==> src/rtl/systolic_job_dispatcher_pkg.sv <==
// rtl/systolic_job_dispatcher_pkg.sv - shared types and constants for the job dispatcher
// Purpose: job record layout, dispatcher FSM states, status error codes and the legal-size helper.
// Ports: none (package).
package systolic_job_dispatcher_pkg;

    localparam int JOB_TAG_W = 4;
    localparam int ADDR_W    = 12;
    localparam int NSIZE_W   = 9;

    localparam logic [1:0] ERR_OK      = 2'b00;
    localparam logic [1:0] ERR_BAD_N   = 2'b01;
    localparam logic [1:0] ERR_TIMEOUT = 2'b10;

    typedef enum logic [2:0] {
        D_IDLE,
        D_LAUNCH,
        D_WAIT_CLR,
        D_RUN,
        D_REPORT
    } dispatch_state_t;

    // Tag width is fixed here; the top-level TAG_W must match JOB_TAG_W.
    typedef struct packed {
        logic [JOB_TAG_W-1:0] tag;
        logic [ADDR_W-1:0]    addr_a;
        logic [ADDR_W-1:0]    addr_b;
        logic [ADDR_W-1:0]    addr_c;
        logic [NSIZE_W-1:0]   n;
        logic                 step;
    } job_t;

    function automatic logic n_is_legal(input logic [NSIZE_W-1:0] n, input int max_n);
        return (n != '0) && (int'(n) <= max_n);
    endfunction

endpackage

==> src/rtl/systolic_job_dispatcher_job_fifo.sv <==
// rtl/systolic_job_dispatcher_job_fifo.sv - synchronous FIFO of job records
// Purpose: DEPTH-entry job buffer between the host command port and the dispatcher FSM.
// Ports: clk, rst (async active-low); push/din write side; pop/dout read side (dout shows the head);
//        ready (registered, level<DEPTH), empty, level (registered occupancy), level_next (occupancy after this edge).
module job_fifo
    import systolic_job_dispatcher_pkg::*;
#(
    parameter int DEPTH = 4,
    localparam int AW = $clog2(DEPTH),
    localparam int LW = AW + 1
) (
    input  logic          clk,
    input  logic          rst,
    input  logic          push,
    input  job_t          din,
    input  logic          pop,
    output job_t          dout,
    output logic          ready,
    output logic          empty,
    output logic [LW-1:0] level,
    output logic [LW-1:0] level_next
);

    job_t          mem [DEPTH];
    logic [AW-1:0] wr_ptr;
    logic [AW-1:0] rd_ptr;

    always_comb begin
        level_next = level + LW'(push) - LW'(pop);
    end

    assign empty = (level == '0);
    assign dout  = mem[rd_ptr];

    // ready is registered from the next occupancy so it is exact every cycle and 0 while in reset.
    always_ff @(posedge clk or negedge rst) begin
        if (!rst) begin
            wr_ptr <= '0;
            rd_ptr <= '0;
            level  <= '0;
            ready  <= 1'b0;
        end else begin
            if (push) wr_ptr <= wr_ptr + AW'(1);
            if (pop)  rd_ptr <= rd_ptr + AW'(1);
            level <= level_next;
            ready <= (level_next < LW'(DEPTH));
        end
    end

    always_ff @(posedge clk) begin
        if (push) mem[wr_ptr] <= din;
    end

endmodule

==> src/rtl/systolic_job_dispatcher.sv <==
// rtl/systolic_job_dispatcher.sv - queues matmul jobs and launches them one at a time into the systolic controller
// Purpose: accepts jobs on a valid/ready port, launches each with a 1-cycle new_data pulse, tracks done and
//          returns one status record per job (tag, cycles, overflow, error).
// Ports: clk, rst (async active-low); cmd_* host command port and cmd_tag; new_data/addr_A/B/C/n/stepping_enable
//        to the controller; done/total_cycles/overflow_out from the controller; sts_* status port; busy, level.
module systolic_job_dispatcher
    import systolic_job_dispatcher_pkg::*;
#(
    parameter int N       = 4,
    parameter int DEPTH   = 4,
    parameter int TAG_W   = 4,
    parameter int TIMEOUT = 1023
) (
    input  logic                     clk,
    input  logic                     rst,
    input  logic                     cmd_valid,
    output logic                     cmd_ready,
    input  logic [11:0]              cmd_addr_A,
    input  logic [11:0]              cmd_addr_B,
    input  logic [11:0]              cmd_addr_C,
    input  logic [8:0]               cmd_n,
    input  logic                     cmd_step,
    output logic [TAG_W-1:0]         cmd_tag,
    output logic                     new_data,
    output logic [11:0]              addr_A,
    output logic [11:0]              addr_B,
    output logic [11:0]              addr_C,
    output logic [8:0]               n,
    output logic                     stepping_enable,
    input  logic                     done,
    input  logic [15:0]              total_cycles,
    input  logic                     overflow_out,
    output logic                     sts_valid,
    input  logic                     sts_ready,
    output logic [TAG_W-1:0]         sts_tag,
    output logic [15:0]              sts_cycles,
    output logic                     sts_overflow,
    output logic [1:0]               sts_err,
    output logic                     busy,
    output logic [$clog2(DEPTH):0]   level
);

    localparam int LW = $clog2(DEPTH) + 1;
    localparam int CW = $clog2(TIMEOUT + 1);

    dispatch_state_t state;
    dispatch_state_t state_next;

    logic          fifo_push;
    logic          fifo_pop;
    logic          fifo_empty;
    logic [LW-1:0] level_next;
    job_t          push_job;
    job_t          head_job;
    logic          head_legal;
    logic          run_timeout;

    logic [TAG_W-1:0] cur_tag;
    logic [CW-1:0]    run_cnt;
    logic [15:0]      pend_cycles;
    logic             pend_ovf;
    logic [1:0]       pend_err;

    assign fifo_push = cmd_valid & cmd_ready;

    assign push_job = '{
        tag:    JOB_TAG_W'(cmd_tag),
        addr_a: cmd_addr_A,
        addr_b: cmd_addr_B,
        addr_c: cmd_addr_C,
        n:      cmd_n,
        step:   cmd_step
    };

    job_fifo #(.DEPTH(DEPTH)) u_fifo (
        .clk        (clk),
        .rst        (rst),
        .push       (fifo_push),
        .din        (push_job),
        .pop        (fifo_pop),
        .dout       (head_job),
        .ready      (cmd_ready),
        .empty      (fifo_empty),
        .level      (level),
        .level_next (level_next)
    );

    assign head_legal = n_is_legal(head_job.n, N);

    always_ff @(posedge clk or negedge rst) begin
        if (!rst) state <= D_IDLE;
        else      state <= state_next;
    end

    // A new job is only popped while the status slot is empty; that is the status backpressure path.
    always_comb begin
        state_next  = state;
        fifo_pop    = 1'b0;
        run_timeout = 1'b0;
        case (state)
            D_IDLE: begin
                if (!fifo_empty && !sts_valid) begin
                    fifo_pop   = 1'b1;
                    state_next = head_legal ? D_LAUNCH : D_REPORT;
                end
            end
            D_LAUNCH:   state_next = D_WAIT_CLR;
            // The controller drops its sticky done one cycle after it samples new_data.
            D_WAIT_CLR: if (!done) state_next = D_RUN;
            D_RUN: begin
                if (done) begin
                    state_next = D_REPORT;
                end else if (!stepping_enable && run_cnt == CW'(TIMEOUT)) begin
                    run_timeout = 1'b1;
                    state_next  = D_REPORT;
                end
            end
            D_REPORT:   state_next = D_IDLE;
            default:    state_next = D_IDLE;
        endcase
    end

    always_ff @(posedge clk or negedge rst) begin
        if (!rst) begin
            cmd_tag         <= '0;
            new_data        <= 1'b0;
            addr_A          <= '0;
            addr_B          <= '0;
            addr_C          <= '0;
            n               <= '0;
            stepping_enable <= 1'b0;
            sts_valid       <= 1'b0;
            sts_tag         <= '0;
            sts_cycles      <= '0;
            sts_overflow    <= 1'b0;
            sts_err         <= ERR_OK;
            busy            <= 1'b0;
            cur_tag         <= '0;
            run_cnt         <= '0;
            pend_cycles     <= '0;
            pend_ovf        <= 1'b0;
            pend_err        <= ERR_OK;
        end else begin
            if (fifo_push) cmd_tag <= cmd_tag + TAG_W'(1);
            new_data <= (state == D_LAUNCH);
            busy     <= (state_next != D_IDLE) || (level_next != '0);

            if (sts_valid && sts_ready) sts_valid <= 1'b0;

            case (state)
                D_IDLE: begin
                    if (fifo_pop) begin
                        addr_A          <= head_job.addr_a;
                        addr_B          <= head_job.addr_b;
                        addr_C          <= head_job.addr_c;
                        n               <= head_job.n;
                        stepping_enable <= head_job.step;
                        cur_tag         <= TAG_W'(head_job.tag);
                        pend_err        <= head_legal ? ERR_OK : ERR_BAD_N;
                        pend_cycles     <= '0;
                        pend_ovf        <= 1'b0;
                    end
                end
                D_WAIT_CLR: run_cnt <= '0;
                D_RUN: begin
                    if (~&run_cnt) run_cnt <= run_cnt + CW'(1);
                    if (done) begin
                        pend_cycles <= total_cycles;
                        pend_ovf    <= overflow_out;
                        pend_err    <= ERR_OK;
                    end else if (run_timeout) begin
                        pend_cycles <= '0;
                        pend_ovf    <= 1'b0;
                        pend_err    <= ERR_TIMEOUT;
                    end
                end
                D_REPORT: begin
                    sts_tag      <= cur_tag;
                    sts_cycles   <= pend_cycles;
                    sts_overflow <= pend_ovf;
                    sts_err      <= pend_err;
                    sts_valid    <= 1'b1;
                end
                default: ;
            endcase
        end
    end

endmodule

==> config.mk <==
export PLATFORM = sky130hd
export DESIGN_NAME = systolic_job_dispatcher
export DESIGN_NICKNAME = d
export VERILOG_FILES = /design/src/rtl/systolic_job_dispatcher_pkg.sv /design/src/rtl/systolic_job_dispatcher_job_fifo.sv /design/src/rtl/systolic_job_dispatcher.sv
export SDC_FILE = /design/constraint.sdc
export NUM_CORES = 1
export LEC_CHECK = 0
export BUFFER_PORTS_ARGS = -buffer_cell sky130_fd_sc_hd__buf_2
export CORE_UTILIZATION = 51
export CTS_BUF_LIST = sky130_fd_sc_hd__clkbuf_4 sky130_fd_sc_hd__clkbuf_8 sky130_fd_sc_hd__clkbuf_16
export CTS_CLUSTER_DIAMETER = 150
export CTS_CLUSTER_SIZE = 20
export DETAILED_ROUTE_END_ITERATION = 8
export PLACE_DENSITY = 0.74
export SLEW_MARGIN = 20
export SYNTH_ARGS = -nofsm -noshare
export SYNTH_HDL_FRONTEND = slang
export SYNTH_SLANG_ARGS = --single-unit
==> constraint.sdc <==
create_clock -name clk -period 2.6 [get_ports clk]
set_input_delay 0.13 -clock clk [delete_from_list [all_inputs] [get_ports clk]]
set_output_delay 0.13 -clock clk [all_outputs]
set_load 0.005 [all_outputs]
==> impl_summary.txt <==
----------------------------------------------------
[Detailed routing]
  Wire length reported by the detailed router ... 23300 µm
  Via Count ... 6247
  Antenna-violating nets left ... 0
  Iteration-0 DRC count of the detailed router ... 346
  Drt wl/cell ... 20.2 µm
  Residual DRC ... 0
  Detailed Routing Iterations Pass 1 ... 4
  Via-per-instance ratio ... 5.41

[Power]
  Highest ir drop seen on vdd ... 799 µV
  Leak ... 5.63 nW
  Power density cells ... 1030 nW/µm²

[Yosys]
  Post-Synthesis Cells ... 602
  Top area cells in the synthesized netlist ... edfxtp_1, dfrtp_1, mux4_2, mux2_2, a22o_1
  Share of synthesized area occupied by flip-flops and latches ... 0.749
  FFs w/ async S/R, synth ... 0.375
  Leading register cell type out of synthesis ... edfxtp_1
  Area share of the largest cell type after synthesis ... 0.499
  EDFF count, synth ... 200
  Number of nets in the synthesized netlist ... 679
  Most area-hungry cell type in the Yosys netlist ... edfxtp_1
  Summed instance area of the synthesized netlist ... 12000 µm²
  Number of distinct library cell variants in the gate-level netlist after synthesis ... 42
  Syn Area/Cell ... 20.0 µm²
  Ys Warns ... 0
  Flip-flop and latch count after synthesis ... 320

[Place]
  Worst setup slack before clock tree synthesis ... 0.134 ns
  HPWL after detailed placement ... 14100 µm
  RD Place Congestion ... 0.812
  Total of buffers placed on input and output ports ... 147
  Number of placed cells counting well taps ... 1053
  Placed instance area ... 13200 µm²

[Critical path]
  Crit end category ... flip-flop
  CP Class ... reg -> reg
  Max FO, Critical Path ... 5
  Critical-path cell list ... nor4_4 -> o31ai_4 -> inv_2 -> ha_1 -> inv_1 -> ha_1 -> inv_1 -> fa_1 -> inv_1 -> nor4_1 -> nand3b_1
  Data arrival time at the worst-slack endpoint ... 2.85 ns
  CP required ... 2.97 ns
  Critical Path Source Type ... flip-flop
  Worst path max stage delay ... 0.48 ns
  Cell with the most instances on the worst path ... inv_1
  Crit path max-delay cell type ... fa_1

[Timing]
  Headroom to the max-slew limit ... 0.459
  Worst-case clock skew ... 0.0199 ns
  Number of failing hold endpoints at the final stage ... 0
  Final WS setup ... 0.126 ns
  Crit share post-route ... 0.951
  Crit path time final ... 2.47 ns
  Maximum clock rate ... 404 MHz
  Actual slew at the worst max-slew pin ... 0.805 ns
  Final setup TNS ... 0 ns
  Final slew viol count ... 0
  Total setup violations reported at the end of the flow ... 0
  Setup repair after global routing missed its margin ... no

[Clocking]
  Clock transition time at the flip-flop clock pins of the worst setup and hold paths ... 0.08 ns
  Post-CTS Setup Bufs ... 0
  Worst-skew pair later-pin latency ... 0.51 ns
  H-tree lvl count ... 1
  Buffer levels on the longest clock path ... 3
  Sinks on Clock Net ... 320
  Root cell of the clock tree ... clkbuf_16
  Number of buffers inserted during clock tree synthesis ... 19
  TritonCTS clock tree ... yes

[Global route]
  Tot GR Track Use ... 0.198
  Wire length of the first global-routing pass ... 36600 µm
  Number of antenna violations at the first check in global routing ... 1
  Pin count of the biggest net entering global routing ... 67
  Total global routing overflow ... 0
  Number of global-route vias before repair ... 6761

[Finish]
  Net total in the final layout ... 904
  Share of final-layout standard cells stronger than drive strength 1 ... 0.392
  Finished Core Util ... 0.635
  Final design area excluding fillers ... 14500 µm²
  Number of standard cells in the layout, taps in and fillers out ... 1155
  Synthesis-to-finish area growth ... 20.6%
  Most common cell after layout, fill and taps aside ... edfxtp_1
  Most frequent cells in the layout ... edfxtp_1, buf_2, dfrtp_1, mux2_2, dlygate4sd3_1

[Die]
  Floorplan Core Area ... 22800 µm²
  Die area ... 24200 µm²
  Number of top-level pins ... 148
  Floorplan row count ... 55
  Horizontal die dimension ... 156 µm
  Effective utilization at floorplan ... 0.526
  Die Y ... 156 µm

[Min path]
  Worst hold path type ... in -> async

[Outcome]
  Result of the run ... finished, final reports clean

[Flow run]
  Maximum capacitance violations ... 0

----------------------------------------------------
-- sequential cells by signal, indices dropped and copies added, names as in the netlist, 4 cells and up --
register / flops
addr_B: 12
addr_A: 12
pend_cycles: 16
sts_tag: 4
run_cnt: 10
addr_C: 12
sts_cycles: 16
cur_tag: 4
n: 9
u_fifo.mem: 200
cmd_tag: 4
-- worst max-delay path, delay by kind of cell, from the launching register on --
family	cells	cell delay, ns
buffers and inverters	4	0.24
AO/OA/AOI/OAI	1	0.14
adder cells (fa/ha/maj)	3	0.82
AND/OR/NAND/NOR	3	0.69
flip-flops	1	0.45
-- synth_stat cells (all sizes together), types with 4 or more instances --
master / number
edfxtp: 200
dfrtp: 120
mux2: 74
mux4: 50
a22o: 18
buf: 18
inv: 12
nor2: 12
xnor2: 11
nand2: 9
a21oi: 8
ha: 8
clkbuf: 7
o21ai: 7
nor3: 6
and3: 5
nor4: 5
nand4: 4
-- report_power, final --
group	internal [mW]	switching (mW)
combinational	2.48	2.18
clock	1.54	1.55
sequential	6.57	0.636
total	10.6	4.37
-- path summary, 6_finish.rpt --
kind                                             from                      endpoint  slack (ns)  cells after the start
min                                               rst        run_cnt[9]$_DFFE_PN0P_        0.20                      2
min in group clk                            cmd_valid  u_fifo.wr_ptr[0]$_DFFE_PN0P_        0.22                      3
max in group asynchronous                         rst         addr_C[3]$_DFFE_PN0P_        1.63                      3
max                                state[2]$_DFF_PN0_                busy$_DFF_PN0_        0.13                     11
max reg2reg                        state[2]$_DFF_PN0_                busy$_DFF_PN0_        0.13                     11
min reg2reg                pend_cycles[7]$_DFFE_PN0P_    pend_cycles[7]$_DFFE_PN0P_        0.50                      1
-- cell families (layout without fill, tap and decap cells) --
group | count (synthesis) | count (layout) | share of synthesized area
xor+xnor | 13 | 13 | 0.00947
flops | 320 | 320 | 0.749
simple gates | 54 | 54 | 0.0246
mux | 124 | 124 | 0.164
fa+ha+maj | 9 | 9 | 0.00999
buf+inv | 37 | 275 | 0.0154
compound gates | 45 | 45 | 0.0269
other cells | 0 | 2 | 0
-- cell type report --
type | instances | area (µm²)
Clock inverter | 1 | 8.76
Multi-Input combinational cell | 245 | 2870
Timing Repair Buffer | 229 | 1590
Inverter | 12 | 45.0
Clock buffer | 33 | 581
Sequential cell | 320 | 9010
Fill cell | 1608 | 8340
Antenna cell | 2 | 5.00
Tap cell | 313 | 392
-- metal layers --
layer  track usage  up-vias  share of wire
met5             0        -              0
met4        0.0411        0          0.015
met3        0.0447       27          0.057
met2         0.346      164           0.50
met1         0.256     3239           0.43
li1              -     2817              -
-- per-stage QoR --
stage,hold WS [ns],power [mW]
after global routing,0.238,15.7
after detailed placement,0.191,11.9
after CTS,0.211,15.1
final,0.203,15.0
after global placement,0.186,11.7
after floorplan,-0.166,10.4
-- timing repair --
item	in CTS	in global routing
gates resized for setup	0	3
hold buffers	66	0
setup endpoints to repair	0	1
endpoints found under the hold margin	268	0
Power figures use the tool's default switching activity.
